## src/rtl/circle_plotter.sv

```systemverilog
// Midpoint circle rasteriser for the 160x120 VGA plot path: one octant pixel per cycle, off-screen pixels suppressed.
// Define CIRCLE_FILL_EN to draw a filled disc with horizontal spans instead of the outline.
module circle_plotter #(
  parameter int X_W      = 8,
  parameter int Y_W      = 7,
  parameter int R_W      = 6,
  parameter int COLOUR_W = 3,
  parameter int SCREEN_W = 160,
  parameter int SCREEN_H = 120
) (
  input  logic                clock,
  input  logic                reset,
  input  logic                start,
  input  logic [X_W-1:0]      cx,
  input  logic [Y_W-1:0]      cy,
  input  logic [R_W-1:0]      radius,
  input  logic [COLOUR_W-1:0] colour,
  output logic                busy,
  output logic                done,
  output logic [X_W-1:0]      vga_x,
  output logic [Y_W-1:0]      vga_y,
  output logic [COLOUR_W-1:0] vga_colour,
  output logic                vga_plot
);

`ifdef CIRCLE_FILL_EN
  typedef enum logic [3:0] {IDLE, INIT, S1, S2, S3, S4, DONE} state_t;
`else
  typedef enum logic [3:0] {IDLE, INIT, P1, P2, P3, P4, P5, P6, P7, P8, DONE} state_t;
`endif

  localparam logic signed [R_W+1:0] D_ONE = (R_W+2)'(1);
  localparam logic signed [X_W:0]   SW    = (X_W+1)'(SCREEN_W);
  localparam logic signed [Y_W:0]   SH    = (Y_W+1)'(SCREEN_H);

  state_t state;
  logic [X_W-1:0]      lcx;
  logic [Y_W-1:0]      lcy;
  logic [R_W-1:0]      lrad;
  logic [COLOUR_W-1:0] lcol;
  logic signed [R_W+1:0] ox, oy, d;

  logic signed [R_W+1:0] rad_s, oy_n, ox_n, d_n;
  logic signed [X_W:0]   cxs, ox_x, oy_x, px;
  logic signed [Y_W:0]   cys, ox_y, oy_y, py;
  logic                  plotting, in_screen, last;

`ifdef CIRCLE_FILL_EN
  localparam logic signed [X_W:0] SPAN_ONE = (X_W+1)'(1);
  logic signed [X_W:0] span_x, span_end;
`endif

  assign rad_s = $signed({2'b00, lrad});
  assign cxs   = $signed({1'b0, lcx});
  assign cys   = $signed({1'b0, lcy});
  assign ox_x  = (X_W+1)'(ox);
  assign oy_x  = (X_W+1)'(oy);
  assign ox_y  = (Y_W+1)'(ox);
  assign oy_y  = (Y_W+1)'(oy);

  // Midpoint step taken once all pixels of the current (ox, oy) pair are out.
  always_comb begin
    oy_n = oy + D_ONE;
    ox_n = ox;
    d_n  = d + (oy_n <<< 1) + D_ONE;
    if (!(d[R_W+1] || d == '0)) begin
      ox_n = ox - D_ONE;
      d_n  = d + ((oy_n - ox_n) <<< 1) + D_ONE;
    end
    last = oy_n > ox_n;
  end

  always_comb begin
    px       = '0;
    py       = '0;
    plotting = 1'b1;
`ifdef CIRCLE_FILL_EN
    span_end = cxs + ox_x;
    case (state)
      S1: begin px = span_x; py = cys + oy_y; end
      S2: begin px = span_x; py = cys - oy_y; end
      S3: begin px = span_x; py = cys + ox_y; span_end = cxs + oy_x; end
      S4: begin px = span_x; py = cys - ox_y; span_end = cxs + oy_x; end
      default: plotting = 1'b0;
    endcase
`else
    case (state)
      P1: begin px = cxs + ox_x; py = cys + oy_y; end
      P2: begin px = cxs + oy_x; py = cys + ox_y; end
      P3: begin px = cxs - oy_x; py = cys + ox_y; end
      P4: begin px = cxs - ox_x; py = cys + oy_y; end
      P5: begin px = cxs - ox_x; py = cys - oy_y; end
      P6: begin px = cxs - oy_x; py = cys - ox_y; end
      P7: begin px = cxs + oy_x; py = cys - ox_y; end
      P8: begin px = cxs + ox_x; py = cys - oy_y; end
      default: plotting = 1'b0;
    endcase
`endif
    in_screen = !px[X_W] && (px < SW) && !py[Y_W] && (py < SH);
  end

  always_ff @(posedge clock) begin
    if (reset) begin
      state      <= IDLE;
      lcx        <= '0;
      lcy        <= '0;
      lrad       <= '0;
      lcol       <= '0;
      ox         <= '0;
      oy         <= '0;
      d          <= '0;
      busy       <= 1'b0;
      done       <= 1'b0;
      vga_x      <= '0;
      vga_y      <= '0;
      vga_colour <= '0;
      vga_plot   <= 1'b0;
`ifdef CIRCLE_FILL_EN
      span_x     <= '0;
`endif
    end else begin
      done     <= 1'b0;
      vga_plot <= 1'b0;
      // The pixel chosen in this state is presented on the following cycle.
      if (plotting) begin
        vga_x      <= px[X_W-1:0];
        vga_y      <= py[Y_W-1:0];
        vga_colour <= lcol;
        vga_plot   <= in_screen;
      end
      case (state)
        IDLE: begin
          busy <= start;
          if (start) begin
            lcx   <= cx;
            lcy   <= cy;
            lrad  <= radius;
            lcol  <= colour;
            state <= INIT;
          end
        end
        INIT: begin
          ox <= rad_s;
          oy <= '0;
          d  <= D_ONE - rad_s;
`ifdef CIRCLE_FILL_EN
          span_x <= cxs - (X_W+1)'(rad_s);
          state  <= S1;
`else
          state  <= P1;
`endif
        end
`ifdef CIRCLE_FILL_EN
        S1, S2, S3: begin
          if (span_x == span_end) begin
            span_x <= (state == S1) ? cxs - ox_x : cxs - oy_x;
            state  <= (state == S1) ? S2 : (state == S2) ? S3 : S4;
          end else begin
            span_x <= span_x + SPAN_ONE;
          end
        end
        S4: begin
          if (span_x == span_end) begin
            ox     <= ox_n;
            oy     <= oy_n;
            d      <= d_n;
            span_x <= cxs - (X_W+1)'(ox_n);
            state  <= last ? DONE : S1;
          end else begin
            span_x <= span_x + SPAN_ONE;
          end
        end
`else
        P1: state <= P2;
        P2: state <= P3;
        P3: state <= P4;
        P4: state <= P5;
        P5: state <= P6;
        P6: state <= P7;
        P7: state <= P8;
        P8: begin
          ox    <= ox_n;
          oy    <= oy_n;
          d     <= d_n;
          state <= last ? DONE : P1;
        end
`endif
        DONE: begin
          done  <= 1'b1;
          state <= IDLE;
        end
        default: state <= IDLE;
      endcase
    end
  end

endmodule
```

## config.mk

```make
export PLATFORM = sky130hd
export DESIGN_NAME = circle_plotter
export DESIGN_NICKNAME = d
export VERILOG_FILES = /design/src/rtl/circle_plotter.sv
export SDC_FILE = /design/constraint.sdc
export NUM_CORES = 1
export LEC_CHECK = 0
export ABC_AREA = 0
export BUFFER_PORTS_ARGS = -buffer_cell sky130_fd_sc_hd__buf_2
export CORE_MARGIN = 4
export CORE_UTILIZATION = 61
export DETAILED_ROUTE_END_ITERATION = 10
export GPL_TIMING_DRIVEN = 0
export PLACE_DENSITY = 0.81
export SLEW_MARGIN = 10
export SYNTH_ARGS = -nofsm -noshare
export SYNTH_HDL_FRONTEND = slang
export SYNTH_SLANG_ARGS = --single-unit
```

## constraint.sdc

```tcl
create_clock -name clock -period 3.8 [get_ports clock]
set_clock_uncertainty 0.05 [all_clocks]
set_input_delay 0.38 -clock clock [delete_from_list [all_inputs] [get_ports clock]]
set_output_delay 0.38 -clock clock [all_outputs]
set_load 0.005 [all_outputs]
```

======== After elaboration in Yosys (flattened, before gate mapping) ========
Index checks and enable logic that the tools add are counted.
word-level totals
  ROM bits ................................ 0
  bits in writable memories ............... 0
  register bits after elaboration ......... 73
  latch bits .............................. 0
  bits of input ports ..................... 27
  output and inout bits ................... 21
  logic and storage cells ................. 77
  memories kept ........................... 0
cells by class
  equal/unequal tests ..................... 11
  div/mod/pow operators ................... 0
  add/subtract/negate cells ............... 16
  shift-type cells ........................ 0
  bitwise operators ....................... 1
  multiplexer cells ....................... 12
  reduce and logical (&&, ||, !) cells .... 20
  magnitude comparators ................... 3
  multipliers ............................. 0
operators by type and width
  kind                                                                   count
  8-bit case mux with 2 select lines                                     3
  4-bit case mux with 10 select lines                                    1
  9-bit case mux with 4 select lines                                     1
  8-bit adder                                                            4
  8-bit case mux with 4 select lines                                     1
  8-bit by 2-bit adder with 8-bit output, second input constant          3
  9-bit by 8-bit adder with 9-bit output                                 2
  2-bit OR reduction                                                     9
  9-bit by 8-bit subtractor with 9-bit output                            2
  4-bit by 3-bit equality test with 1-bit output, second input constant  4
  8-bit two-way mux                                                      2
  8-bit subtractor                                                       2
  4-bit equality test, second input constant                             3
  9-bit < comparator, second input constant                              1
  4-bit by 2-bit equality test with 1-bit output, second input constant  2
  8-bit > comparator                                                     1
  8-bit logical NOT                                                      1
  8-bit < comparator, second input constant                              1
  4-bit two-way mux                                                      2
  8-bit OR reduction                                                     1
  8-bit by 2-bit subtractor with 8-bit output, second input constant     1
  1-bit by 6-bit subtractor with 7-bit output, first input constant      1
  7-bit subtractor                                                       1
  4-bit by 1-bit equality test with 1-bit output, second input constant  1
  9 further kinds                                                        13

======== Logic depth before layout (Yosys ltp) ========
  depth in word-level cells ............... 7
  depth in mapped cells ................... 18
  depth with buffers taken out ............ 16

======== Least setup slack after synthesis ========
Ideal clock, no wire load.
  path kind ............................... flip-flop to flip-flop
  start point ............................. reg state[0]
  end point ............................... reg vga_plot
  path slack .............................. 280 ps
  cell stages (with the launch flop) ...... 17
  path buffers ............................ 1
  arrival ................................. 3378 ps
  library setup time ...................... 92 ps
  data required time ...................... 3658 ps
  period minus slack after synthesis ...... 3520 ps
  cell sequence ........................... dfxtp_1 > clkbuf_1 > nor2b_1 > mux2i_1 > nor2_1 > a222oi_1 > nand2_1 > o21a_1 > inv_1 > ha_1 > nor2b_1 > o21a_1 > o211a_1 > a211oi_1 > xnor2_1 > a311o_1 > nor4_1
on the way
  word-level cells in the longest chain between the ends .. 7
  elaborated cells on any way between the ends .. 29
  those cells by class .................... order compare: 2; eq/ne: 8; mux: 3; bitwise: 1; reduce/logical: 15
ends and longest elaborated chain
  element                                                  line  source
  from (decl)                                              36    state_t state;
  from (signal assigned)                                   185   state <= last ? DONE : P1;
  4-bit equality test, or another cell as far along        87    case (state)
  2-bit OR reduction (no line)                             --
  9-bit case mux with 4 select lines                       87
  9-bit < comparator or 1-bit logical NOT (tied branches)  99    in_screen = !px[X_W] && (px < SW) && !py[Y_W] && (py < SH);
  1-bit logical AND (3 in series)                          99
  to (signal assigned)                                     129   vga_plot <= in_screen;
  to (decl)                                                23    output logic vga_plot
Several ways; a longest one is shown, not always the timed one.
A chain may end at the register's enable or synchronous reset.

======== Worst setup path in the final report ========
  start point ............................. reg state[2]
  end point ............................... reg vga_x[7]
on the way
  word-level cells in the longest chain between the ends .. 3
  elaborated cells on any way between the ends .. 15
  those cells by class .................... eq/ne: 8; mux: 2; reduce/logical: 5
ends and longest elaborated chain
  element                                                                  line  source
  4-bit equality test, or another cell as far along                        87
  2-bit OR reduction (no line) or 8-bit OR reduction (tied branches)       --
  9-bit case mux with 4 select lines or 1-bit two-way mux (tied branches)  87
  to (signal assigned)                                                     126   vga_x <= px[X_W-1:0];
  to (decl)                                                                20    output logic [X_W-1:0] vga_x,
Several ways; a longest one is shown, not always the timed one.

==> flow_summary.ini <==
[logic_synthesis]
syn_inst = 760
ys_seq_area_frac = 0.260
synthesis.nets = 837
synth-main-ff-cell = dfxtp_1
synth_edf_count = 0
synth_cell_types = 62
yosys_warnings = 0
synthesis.area_um2 = 5630
ys_ff_latch = 73
synth.avg_cell_area_um2 = 7.40
async_flop_share = 0

[sta]
min_period_ns = 3.74
fmax_mhz = 267
rsz0062_at_grt = yes
maxSlewViolCount = 0
timing.final.ws_setup_ns = 0.0597
worst_hold_slack_ns = 0.190
fin_crit_sh = 0.984
finalSetupViolCount = 0
final_hold_viol_count = 0
tightest_slew_ns = 0.760
max-slew-margin-rel = 0.493

[clock_tree]
cts_max_path_buffers = 2
hold_buffers = 0
cts_sinks = 73
clk_pin_slew_worst_paths_ns = 0.09
htreeDepth = 3
clk_latency_ns = 0.37
cts-buffers-inserted = 9
ctsRootBufferMaster = clkbuf_8
cts_tree = built

[routing]
drcViolationCount = 0
vias = 6053
wl_per_cell_um = 19.4
viasPerCell = 6.43
drtIter0Drc = 545
wirelength_um = 18300
first_pass_iters = 6
drtAntennaViolNets = 0

[power]
worst_ir_drop_vdd_uv = 312
clkPwrFrac = 0.249
p_switching_mw = 1.07
swShare = 0.403
p_int_mw = 1.59
power_density_nw_per_um2 = 407
power.total_mw = 2.66
seqPwrFrac = 0.325
p_leak_nw = 2.70
p_comb_frac = 0.426

[layout]
final_util = 0.737
stdcell_count = 941
final_common_cell = nand2_1
layout.nets = 905
layout-drive-gt1-share = 0.162
final_cell_mix = nand2_1, a21oi_1, dfxtp_1, nor2_1, buf_2
diodes = 0
area_growth_pct = 15.9

[placed_design]
globalplace.congestion = 1.01
dpl.hpwl_um = 13300
pre_cts_ws_ns = -0.561
dp_cells = 915
port_buffers = 47

[critical_path]
critPathLaunchType = flop
cpPeakStageDelay_ns = 0.44
cp_data_arrival_time_ns = 3.96
crit_fanout = 10
crit_buf_inv = 3
critPathKind = reg -> reg
cpLargestDelayFamily = compound AO/OA/AOI/OAI gates
required_ns = 4.02
slowest_stage = clkbuf_1
cp_common_cell = a21oi_1
worstSetupEndpointType = flop
crit_chain = clkbuf_4 > clkbuf_1 > a21oi_1 > a21oi_1 > o21ai_0 > a222oi_1 > o31ai_1 > ha_1 > o21ai_1 > o21ai_1 > a21o_1 > a21oi_1 > xor2_1 > buf_4 > nor3_1 > a31o_1

[die]
die_x_um = 104
start_util = 0.636
num_rows = 34
ios = 48
coreArea_um2 = 8850
die_h_um = 104
dieArea_um2 = 10800

[grt]
antenna_found_initial = 0
grt_max_degree = 15
grt.overflow.total = 0
grt_first_pass_wirelength_um = 28500
groute.usage.overall = 0.325
grt_pass1_vias = 5645

[run]
max-cap-violations = 0

[outcome]
outcome = completed

[min_path]
hp-class = in -> reg
## routing by layer
layer | up-vias | share of wire | GRT usage
met5 | - | 0 | 0
met1 | 2821 | 0.43 | 0.430
met2 | 325 | 0.44 | 0.507
li1 | 2838 | - | -
met4 | 0 | 0.040 | 0.155
met3 | 69 | 0.090 | 0.0615
## logic make-up (layout without fill, tap and decap cells)
logic type / count (synthesis) / after routing / synth area share
xor+xnor: 47 / 47 / 0.0732
compound gates: 236 / 236 / 0.264
flops: 73 / 73 / 0.260
simple gates: 273 / 274 / 0.219
buf+inv: 73 / 145 / 0.0512
fa+ha+maj: 50 / 50 / 0.118
mux: 8 / 8 / 0.0149
## power by group through the flow
stage | sequential [mW] | clock [mW] | combinational (mW)
floorplan | 0.870 | 0 | 0.767
global placement | 0.875 | 0 | 0.997
detailed placement | 0.878 | 0 | 1.02
CTS | 0.861 | 0.660 | 1.05
global route | 0.871 | 0.695 | 1.24
finish | 0.864 | 0.661 | 1.13
## flip-flops by register name (all words and copies together) (netlist names)
register and count:
oy 8, lrad 6, vga_x 8, ox 8, lcx 8, state 4
vga_y 7, busy 1, vga_plot 1, lcol 3, vga_colour 3, lcy 7
done 1, d 8
## Yosys cell counts, types with 5 or more instances
cell type,n,share of area
clkbuf_1,40,0.027
nor2b_1,12,0.013
dfxtp_1,73,0.26
a21o_1,7,0.0093
o21ai_0,34,0.030
nand2b_1,8,0.0089
o21bai_1,6,0.0080
and2_1,5,0.0056
nand3_1,15,0.013
mux2i_1,5,0.0089
buf_2,5,0.0044
a221oi_1,8,0.012
ha_1,45,0.10
a21oi_1,93,0.083
o21ai_1,10,0.0089
inv_1,23,0.015
nor2_1,71,0.047
or3_1,8,0.0089
a22oi_1,6,0.0080
nand2_1,107,0.071
nor3_1,28,0.025
o22ai_1,5,0.0056
o21a_1,12,0.016
fa_1,5,0.018
xor2_1,16,0.025
xnor2_1,31,0.048
a211oi_1,18,0.024
## what timing repair did
item / in CTS / in global routing
pin swaps: 0 / 8
cloned: 0 / 1
setup buffers: 1 / 8
endpoints found under the setup margin: 8 / 5
resized for setup: 30 / 48
endpoints found under the hold margin: 0 / 0
## layout make-up
class                      count  area, um2
buffer                        48        225
clock buffer                   9        124
clock inverter                 7       77.6
fill                         713       2330
inverter                      25        100
multi-input combinational    615       4090
sequential                    73       1470
tap                          108        135
timing repair buffer          56        303
## path summary, 6_finish.rpt
check / start / end / slack [ns] / depth (start not counted)
hold reg to reg: lrad[0] / lrad[0] / 0.41 / 2
hold / removal: cx[4] / lcx[4] / 0.19 / 3
setup / recovery: state[2] / vga_x[7] / 0.06 / 16
setup reg to reg: state[2] / vga_x[7] / 0.06 / 16
## worst min-delay path, cell delays in order
cell	delay (ns)
buf_2	0.10
nand2_1	0.04
a21oi_1	0.05
## through the flow
stage	cell area (um2)	setup TNS, ns
6_report	6520	0
5_1_grt	6520	-0.180
4_1_cts	6300	0
3_5_place_dp	6000	-1.66
3_3_place_gp	6000	-1.32
2_1_floorplan	5630	0
Note: power is estimated with default switching activity, not from simulation.
